$ cat src/rtl/imem_arbiter.sv
// Two-port arbiter in front of a single-port synchronous instruction memory.
// Fetch has priority; a starvation counter hands the loader a bounded burst.
module imem_arbiter #(
  parameter int unsigned DEPTH_LOG2 = 10,
  parameter int unsigned STARVE_MAX = 4,
  parameter int unsigned BURST_MAX  = 8
) (
  input  logic                  clk,
  input  logic                  rst,
  input  logic                  f_req,
  input  logic [31:0]           f_addr,
  output logic                  f_gnt,
  output logic                  f_rvalid,
  output logic [31:0]           f_rdata,
  input  logic                  l_req,
  input  logic                  l_we,
  input  logic [31:0]           l_addr,
  input  logic [31:0]           l_wdata,
  output logic                  l_gnt,
  output logic                  l_rvalid,
  output logic [31:0]           l_rdata,
  output logic                  mem_en,
  output logic                  mem_we,
  output logic [DEPTH_LOG2-1:0] mem_addr,
  output logic [31:0]           mem_wdata,
  input  logic [31:0]           mem_rdata,
  output logic                  oor_err
);

  localparam int unsigned SW = $clog2(STARVE_MAX + 1);
  localparam int unsigned BW = $clog2(BURST_MAX + 1);
  localparam logic [SW-1:0] STARVE_LIM = SW'(STARVE_MAX);
  localparam logic [BW-1:0] BURST_LIM  = BW'(BURST_MAX);

  typedef enum logic [0:0] {StRun, StLoad} state_e;

  state_e          r_state;
  logic [SW-1:0]   r_starve;
  logic [BW-1:0]   r_burst;
  logic            r_f_pend;
  logic            r_l_pend;
  logic            r_rd_oor;
  logic            r_oor;
  logic [31:0]     r_f_hold;
  logic [31:0]     r_l_hold;

  logic            w_f_gnt;
  logic            w_l_gnt;
  logic            w_gnt;
  logic [31:0]     w_addr;
  logic            w_in_range;
  logic [31:0]     w_rdata;
  logic [SW-1:0]   w_starve_nxt;
  logic [BW-1:0]   w_burst_nxt;
  logic            w_unused;

  always_comb begin
    w_f_gnt = 1'b0;
    w_l_gnt = 1'b0;
    if (!rst) begin
      if (r_state == StRun) begin
        w_f_gnt = f_req;
        w_l_gnt = !f_req && l_req;
      end else begin
        w_l_gnt = l_req;
        w_f_gnt = !l_req && f_req;
      end
    end
  end

  assign w_gnt      = w_f_gnt | w_l_gnt;
  assign w_addr     = w_l_gnt ? l_addr : f_addr;
  assign w_in_range = (w_addr[31:DEPTH_LOG2+2] == '0);
  assign w_unused   = ^{f_addr[1:0], l_addr[1:0]};

  assign f_gnt     = w_f_gnt;
  assign l_gnt     = w_l_gnt;
  assign mem_en    = w_gnt & w_in_range;
  assign mem_we    = w_gnt & w_in_range & w_l_gnt & l_we;
  assign mem_addr  = w_gnt ? w_addr[DEPTH_LOG2+1:2] : '0;
  assign mem_wdata = rst ? 32'h0 : l_wdata;

  // Out-of-range reads complete with zero data instead of stale memory output.
  assign w_rdata  = r_rd_oor ? 32'h0 : mem_rdata;
  assign f_rvalid = r_f_pend & !rst;
  assign l_rvalid = r_l_pend & !rst;
  assign f_rdata  = rst ? 32'h0 : (r_f_pend ? w_rdata : r_f_hold);
  assign l_rdata  = rst ? 32'h0 : (r_l_pend ? w_rdata : r_l_hold);
  assign oor_err  = r_oor & !rst;

  assign w_starve_nxt = (r_starve == STARVE_LIM) ? r_starve : r_starve + 1'b1;
  assign w_burst_nxt  = (r_burst == BURST_LIM) ? r_burst : r_burst + 1'b1;

  always_ff @(posedge clk) begin
    if (rst) begin
      r_state  <= StRun;
      r_starve <= '0;
      r_burst  <= '0;
      r_f_pend <= 1'b0;
      r_l_pend <= 1'b0;
      r_rd_oor <= 1'b0;
      r_oor    <= 1'b0;
      r_f_hold <= 32'h0;
      r_l_hold <= 32'h0;
    end else begin
      r_f_pend <= w_f_gnt;
      r_l_pend <= w_l_gnt & !l_we;
      r_rd_oor <= !w_in_range;
      if (w_gnt && !w_in_range) begin
        r_oor <= 1'b1;
      end
      if (r_f_pend) begin
        r_f_hold <= w_rdata;
      end
      if (r_l_pend) begin
        r_l_hold <= w_rdata;
      end

      case (r_state)
        StRun: begin
          r_burst <= '0;
          if (l_req && !w_l_gnt) begin
            if (w_starve_nxt == STARVE_LIM) begin
              r_state  <= StLoad;
              r_starve <= '0;
            end else begin
              r_starve <= w_starve_nxt;
            end
          end else begin
            r_starve <= '0;
          end
        end
        StLoad: begin
          r_starve <= '0;
          if (!l_req) begin
            r_state <= StRun;
            r_burst <= '0;
          end else if (w_burst_nxt == BURST_LIM) begin
            r_state <= StRun;
            r_burst <= '0;
          end else begin
            r_burst <= w_burst_nxt;
          end
        end
        default: begin
          r_state <= StRun;
        end
      endcase
    end
  end

endmodule

$ cat config.mk
export PLATFORM = sky130hd
export DESIGN_NAME = imem_arbiter
export DESIGN_NICKNAME = d
export VERILOG_FILES = /design/src/rtl/imem_arbiter.sv
export SDC_FILE = /design/constraint.sdc
export NUM_CORES = 1
export LEC_CHECK = 0
export BUFFER_PORTS_ARGS = -buffer_cell sky130_fd_sc_hd__buf_2
export CORE_MARGIN = 2
export CORE_UTILIZATION = 30
export DETAILED_ROUTE_END_ITERATION = 10
export MAX_ROUTING_LAYER = met4
export PLACE_DENSITY = 0.68
export SLEW_MARGIN = 20
export SYNTH_ARGS = -nofsm -noshare
export SYNTH_HDL_FRONTEND = slang
export SYNTH_SLANG_ARGS = --single-unit
$ cat constraint.sdc
create_clock -name clk -period 3.8 [get_ports clk]
set_input_delay 0.95 -clock clk [delete_from_list [all_inputs] [get_ports clk]]
set_output_delay 0.95 -clock clk [all_outputs]
set_load 0.02 [all_outputs]
# Yosys cells after proc, flatten, opt, wreduce, memory -nomap -nowiden
# Cells that the tools add are included.
[word_totals]
register_bits = 76
output_inout_bits = 113
wordCells = 60
[op_classes]
n_bitwise = 9
addsub = 2
n_mux = 25
n_reduce_logical = 11
eq_ne = 4
[ops]
columns = ["operator", "n"]
rows = [
  ["2-to-1 mux 32 bit", 7],
  ["zero test 20 bit", 1],
  ["2-to-1 mux 4 bit", 3],
  ["2-to-1 mux 10 bit", 1],
  ["2-to-1 mux 3 bit", 3],
  ["equality test 4 bit (second input constant)", 2],
  ["2-to-1 mux 1 bit", 8],
  ["case mux 4 bit (2 select lines)", 1],
  ["bitwise AND 1 bit", 7],
  ["equality test 3 bit (second input constant)", 2],
  ["zero test 1 bit", 6],
  ["case mux 3 bit (2 select lines)", 1],
  ["adder 4 x 1 -> 4 bit (second input constant)", 1],
  ["logical AND 1 bit", 4],
  ["adder 3 x 1 -> 3 bit (second input constant)", 1],
  ["case mux 1 bit (2 select lines)", 1],
  ["NOT 1 bit", 1],
  ["bitwise OR 1 bit", 1],
]

# Longest topological paths before layout
# Gate-level depths: netlist (run 1).
[logic_depth]
depth_word = 9
depth_mapped = 6
depth_no_buf = 6

# Worst setup path before layout (run 1)
# Ideal clock, no wire load.
[synth_timing]
path_type = "input -> output"
from = "in f_addr[28]"
to = "out mem_en"
arrival_time_ns = 2.373
n_path_buf = 0
path_stages = 3
required_time_ns = 2.850
path_slack_ns = 0.477
path_cell_list = "or4_1 or4_1 a21oi_1"
[synth_between]
elab_chain_len = 3
[synth_rtl]
columns = ["element", "line_no", "rtl"]
rows = [
  ["start, declared", "11", "input logic [31:0] f_addr,"],
  ["2-to-1 mux 32 bit", "72", "assign w_addr = w_l_gnt ? l_addr : f_addr;"],
  ["zero test 20 bit", "73", "assign w_in_range = (w_addr[31:DEPTH_LOG2+2] == '0);"],
  ["bitwise AND 1 bit", "78", "assign mem_en = w_gnt & w_in_range;"],
  ["end, declared", "22", "output logic mem_en,"],
]
# No other way between the ends.

# Worst setup path in the final report (run 1)
# Ends and elaborated chain as after synthesis.

==> impl_metrics.py, run 1 <==
metrics = {
    "status": {
        "run_status": "complete, no violations",
    },
    "setup_path": {
        "critical_path.startpoint": "f_addr[28]",
        "worst-path-buf-inv": 2,
        "r2r-start": "r_burst[0]$_SDFF_PP0_",
        "crit_type": "input port to output port",
        "worst-endpoint-required_ps": 2850,
        "cp-start-kind": "input port",
        "worst_path_max_delay_cell": "or4_1",
        "cp.arrival_ps": 2470,
        "path_cells": "buf_2 > or4_1 > or4_1 > a21oi_1 > buf_2",
        "crit_path_end_kind": "output port",
        "worstPathMaxFanout": 2,
        "family_of_cells_with_the_greatest_summed_delay_on_the_critical_path": "simple AND/OR/NAND/NOR gates",
        "critical-path-max-stage-delay_ps": 560,
    },
    "final_layout": {
        "antenna-diode-count": 0,
        "drive_gt1_share_pct": 42.3,
        "nNetsFinal": 768,
        "areaGrowthSynthToFinish_pct": 47.8,
    },
    "clocking": {
        "cts_tree": "yes",
        "cts_htree_levels": 3,
        "cts-root-to-sink-buffers": 2,
        "cts_buffers": 9,
        "clk_root_buffer_cell": "clkbuf_16",
        "postCtsSetupBuffers": 0,
        "worst_skew_pair.late_latency_ps": 330,
        "clk_pin_slew_worst_paths_ps": 60,
        "cts_hold_buf": 0,
        "post_cts.resized_instances": 0,
        "numClockSinks": 76,
    },
    "timing": {
        "slew-limit-headroom_pct": 42.2,
        "tightest_slew_ps": 865,
        "achievable-frequency_mhz": 292,
        "drv_slew": 0,
        "rsz0062_at_grt": "no",
        "final_min_period_over_clock_period_pct": 90.0,
        "setup_violations": 0,
        "setup_ws_ps": 379,
        "totalNegativeSetupSlack_ps": 0,
        "fin_crit_ps": 3420,
        "final.setup_skew_ps": 5.32,
        "hold_violation_count_in_the_final_report": 0,
        "hold_ws_ps": 478,
    },
    "global_route": {
        "grt_pass1_wl_um": 18000,
        "grt_usage_pct": 18.7,
        "grt_pass1_vias": 3660,
        "initial_antenna_violation_count": 0,
        "largest_net_degree_at_the_start_of_global_routing": 58,
        "global_route.overflow_total": 0,
    },
    "hold_path": {
        "worstHoldPathType": "flip-flop to flip-flop",
        "holdCritStartpoint": "r_oor$_SDFFE_PP0P_",
    },
    "placement": {
        "placement.setup.worst_slack_ps": 385,
        "post-dp-hpwl_um": 9020,
        "gp_congestion": 0.862,
        "numPortBuffers": 241,
    },
    "detailed_routing": {
        "dr.first_iter.drc_count": 148,
        "routed-via-count": 3616,
        "via_count_normalized_by_instance_count": 4.64,
        "drc": 0,
        "post_drt_wl_per_cell_um": 14.8,
        "antenna_violating_nets_post_route": 0,
        "drt_pass1_iterations": 5,
        "route.final.wire_length_um": 11500,
    },
    "power": {
        "irDropWorstVdd_uv": 178,
        "p_leak_nw": 2.53,
        "pwr_density_cell_nw_per_um2": 404,
    },
    "floorplanning": {
        "coreArea_um2": 11400,
        "core.rowCount": 39,
        "die_y_um": 112,
        "die_area_um2": 12500,
        "ioPinCount": 246,
        "die_width_um": 112,
        "floorplan.initialDensity_pct": 30.6,
    },
    "synthesis": {
        "yosys_warnings": 0,
        "syn-mean-instance-area_um2": 8.79,
        "synthesis.area_um2": 3500,
        "synth.net_count": 535,
        "post_synthesis_register_bit_count": 76,
        "count_of_cell_types_in_the_netlist": 32,
        "fraction_of_the_yosys_area_taken_by_sequential_cells_pct": 43.5,
        "syn_inst": 398,
    },
    "flow_run": {
        "timing.max_cap.violations": 0,
    },
}
## synthesized netlist by cell type, drive strengths merged
cell type	count	area, µm²
dfxtp	76	1520
nor2	70	263
nor2b	69	432
mux2i	65	651
nand2	28	105
a21oi	15	75.1
clkbuf	13	48.8
buf	12	53.8
nor4	10	62.6
inv	9	33.8
ha	4	50.1
or4	4	37.5
and3	3	18.8
a211oi	2	15.0
nand2b	2	12.5
nand3	2	10.0
nor3	2	10.0
a21bo	1	10.0
a311oi	1	8.76
a31oi	1	6.26
and4bb	1	12.5
nand3b	1	7.51
nor3b	1	7.51
o211ai	1	7.51
o21ai	1	5.00
o21bai	1	7.51
o311ai	1	8.76
o32ai	1	8.76
xor2	1	8.76
## power by group
part           switching (mW)  internal [mW]  total, mW  leakage (nW)
Sequential             0.0118          0.814      0.826         0.617
Clock                   0.334          0.643      0.977         0.163
Combinational           0.165          0.124      0.289          1.75
## cells by family after synthesis
logic type               share of synthesized area (%)
adder cells (fa/ha/maj)                           1.43
AND/OR/NAND/NOR                                   28.0
XOR/XNOR                                         0.250
multiplexers                                      18.6
buffers and inverters                             3.90
flip-flops                                        43.5
AO/OA/AOI/OAI                                     4.36
## worst reg2reg max path, stage by stage (launching register included)
cell and delay (ps):
dfxtp_1 400, inv_1 90, ha_1 240, a21oi_1 190, a311oi_1 130, o311ai_1 520
a21bo_2 280
## metal layers
metal | global-route usage [%] | part of all wire [%]
met5 | - | 0
met4 | 11.7 | 6.1
met3 | 3.10 | 5.8
met2 | 32.6 | 50
met1 | 19.7 | 39
## sequential cells by signal, indices dropped and copies added, names as in the netlist
name,cells
r_burst,4
r_f_hold,32
r_f_pend,1
r_l_hold,32
r_l_pend,1
r_oor,1
r_rd_oor,1
r_starve,3
r_state,1
## stage by stage
step                      utilization (%)  cell area [µm²]  power (mW)  cells
after floorplan                         -             3500        1.00    398
final                                45.3             5170        2.09    779
after global routing                 45.3             5170        2.18    779
after detailed placement             42.3             4830        1.13    763
after global placement               42.3             4830        1.13    763
after CTS                            45.3             5170        2.12    779
## final timing paths
kind	to	slack, ps	cells past startpoint
worst max-delay path	mem_en	380	5
worst min-delay path	r_oor$_SDFFE_PP0P_	480	2
worst max register to register	r_state$_SDFF_PP0_	1850	6
worst min register to register	r_oor$_SDFFE_PP0P_	480	2
## cell usage in the layout (no fill, tap or decap), types with 3 or more instances in the layout
master / Yosys / routed
inv_1: 8 / 8
nor2b_1: 69 / 69
ha_1: 4 / 4
mux2i_1: 65 / 65
clkbuf_16: 0 / 9
nor2_1: 70 / 70
bufinv_16: 0 / 3
nand2_1: 28 / 28
buf_2: 7 / 240
a21oi_1: 15 / 15
and3_1: 3 / 3
dfxtp_1: 76 / 74
buf_4: 0 / 7
nor4_1: 10 / 10
## final cells by class
cell class                 instances  area (µm²)
timing repair buffer             247        1250
clock inverter                     6         111
tap                              143         179
fill                            1131        6250
clock buffer                      10         229
sequential                        76        1520
inverter                           9        33.8
multi-input combinational        288        1840
No activity file was read; power rests on OpenSTA's default activity.
==> run 2: changes to the inputs <==
--- a/config.mk
+++ b/config.mk
@@ -6,11 +6,13 @@
 export NUM_CORES = 1
 export LEC_CHECK = 0
 export BUFFER_PORTS_ARGS = -buffer_cell sky130_fd_sc_hd__buf_2
+export CORE_ASPECT_RATIO = 1.5
 export CORE_MARGIN = 2
 export CORE_UTILIZATION = 30
 export DETAILED_ROUTE_END_ITERATION = 10
 export MAX_ROUTING_LAYER = met4
 export PLACE_DENSITY = 0.68
+export REMOVE_ABC_BUFFERS = 1
 export SLEW_MARGIN = 20
 export SYNTH_ARGS = -nofsm -noshare
 export SYNTH_HDL_FRONTEND = slang
==> run 2 against run 1 <==
Total power fell by 11%; first-iteration DRC count fell by 66%; fmax fell by 0.88%; final area fell by 0.85%; non-clock buffer count rose by 4; clock power fell by 23%; sequential power barely moved; global-route usage fell by 1.6 points; register-to-register slack got worse by 130 ps; wire length fell by 5.4%; die area rose by 0.14%; clock skew fell by 0.69 ps; largest power group is now sequential cells.
==> impl_metrics.py, run 2 (synthesis results as in run 1) <==
metrics = {
    "placement": {
        "post-dp-hpwl_um": 8550,
        "numPortBuffers": 241,
        "numPlacedInstances": 774,
        "gp_congestion": 0.865,
        "postPlaceCellArea_um2": 4870,
    },
    "final_layout": {
        "antenna-diode-count": 0,
        "stdcell_count": 788,
        "areaGrowthSynthToFinish_pct": 46.6,
        "final_design_area_no_fill_um2": 5130,
        "multi_input_comb_area_um2": 1840,
        "most_used_cells_in_the_layout_excluding_fill_and_tap_cells": "buf_2, dfxtp_1, nor2_1",
        "nNetsFinal": 772,
        "seqCellArea_um2": 1520,
        "drive_gt1_share_pct": 42.5,
        "top_regs": "r_f_hold (32), r_l_hold (32), r_burst (4)",
        "num-fill-cells": 1148,
        "layout.cells.most_common": "buf_2",
    },
    "global_route": {
        "grt_pass1_wl_um": 16200,
        "initial_antenna_violation_count": 0,
        "grt_usage_pct": 17.2,
        "global_route.overflow_total": 0,
        "grt_pass1_vias": 3401,
        "largest_net_degree_at_the_start_of_global_routing": 63,
    },
    "power": {
        "irDropWorstVdd_uv": 179,
        "p_leak_nw": 2.52,
        "finalPower_mw": 1.86,
        "pwr_density_cell_nw_per_um2": 363,
    },
    "clocking": {
        "cts_tree": "yes",
        "cts_htree_levels": 3,
        "worst_skew_pair.late_latency_ps": 320,
        "post_cts.resized_instances": 0,
        "postCtsSetupBuffers": 0,
        "cts-root-to-sink-buffers": 2,
        "clk_root_buffer_cell": "clkbuf_16",
        "clk_pin_slew_worst_paths_ps": 50,
        "numClockSinks": 76,
        "cts_buffers": 9,
        "cts_hold_buf": 0,
    },
    "setup_path": {
        "cp-start-kind": "input port",
        "cp.arrival_ps": 2500,
        "path_cells": "buf_2 > nor2b_1 > nand2_1 > inv_2 > or4_1 > a21oi_1 > buf_2",
        "worst-endpoint-required_ps": 2850,
        "critical-path-max-stage-delay_ps": 570,
        "crit_path_end_kind": "output port",
        "crit_type": "input port to output port",
        "crit_path_frequent_cell": "buf_2",
        "worst_path_max_delay_cell": "or4_1",
        "worstPathMaxFanout": 14,
    },
    "timing": {
        "tightest_slew_ps": 662,
        "totalNegativeSetupSlack_ps": 0,
        "setup_violations": 0,
        "hold_ws_ps": 477,
        "fin_crit_ps": 3450,
        "rsz0062_at_grt": "no",
        "final.setup_skew_ps": 4.63,
        "drv_slew": 0,
        "slew-limit-headroom_pct": 55.8,
        "final_min_period_over_clock_period_pct": 90.8,
        "achievable-frequency_mhz": 290,
        "hold_violation_count_in_the_final_report": 0,
    },
    "floorplanning": {
        "die_y_um": 136,
        "ioPinCount": 246,
        "core.rowCount": 48,
        "die_width_um": 92.2,
        "coreArea_um2": 11500,
        "floorplan.initialDensity_pct": 30.5,
        "die_area_um2": 12600,
    },
    "detailed_routing": {
        "dr.first_iter.drc_count": 50,
        "post_drt_wl_per_cell_um": 13.8,
        "routed-via-count": 3565,
        "antenna_violating_nets_post_route": 0,
        "drt_pass1_iterations": 4,
        "drc": 0,
        "via_count_normalized_by_instance_count": 4.52,
        "route.final.wire_length_um": 10900,
    },
    "hold_path": {
        "worstHoldPathType": "flip-flop to flip-flop",
    },
    "status": {
        "run_status": "complete, no violations",
    },
    "flow_run": {
        "timing.max_cap.violations": 0,
    },
}
run 2: final cells by class:
class                      count  area share (%)
multi-input combinational    288            35.9
sequential                    76            29.7
timing repair buffer         251            25.0
clock buffer                  11            4.73
tap                          150            3.66
inverter                       9           0.659
clock inverter                 3           0.293
run 2: per-stage QoR:
stage	util, %	setup WS (ps)
after floorplan	-	364
after global placement	42.5	344
after detailed placement	42.5	345
after CTS	44.7	340
after global routing	44.7	277
final	44.7	348
run 2: final timing paths:
path                                             from                  to  slack, ps  cells after the start
worst min-delay path               r_oor$_SDFFE_PP0P_  r_oor$_SDFFE_PP0P_        480                      2
worst max register to register  r_burst[0]$_SDFF_PP0_  r_state$_SDFF_PP0_       1720                      6
worst max-delay path                            l_req              mem_we        350                      7
worst min register to register     r_oor$_SDFFE_PP0P_  r_oor$_SDFFE_PP0P_        480                      2
run 2: metal layers:
metal | vias to the layer above | track usage [%] | part of all wire [%]
li1 | 1790 | - | -
met1 | 1613 | 17.6 | 39
met2 | 150 | 31.4 | 54
met3 | 12 | 4.05 | 5.7
met4 | 0 | 6.72 | 1.6
met5 | - | - | 0
run 2: worst max-delay path, delay by kind of cell:
kind | cells | cell delay [ps]
buffers and inverters | 3 | 480
AOI/OAI and AO/OA | 1 | 140
and+or+nand+nor | 3 | 930
run 2: report_power, final:
group	switching, mW	total [mW]	internal (mW)	leakage [nW]
Sequential	0.0145	0.829	0.815	0.617
Clock	0.299	0.748	0.449	0.131
Combinational	0.156	0.283	0.126	1.77
Total	0.470	1.86	1.39	2.52
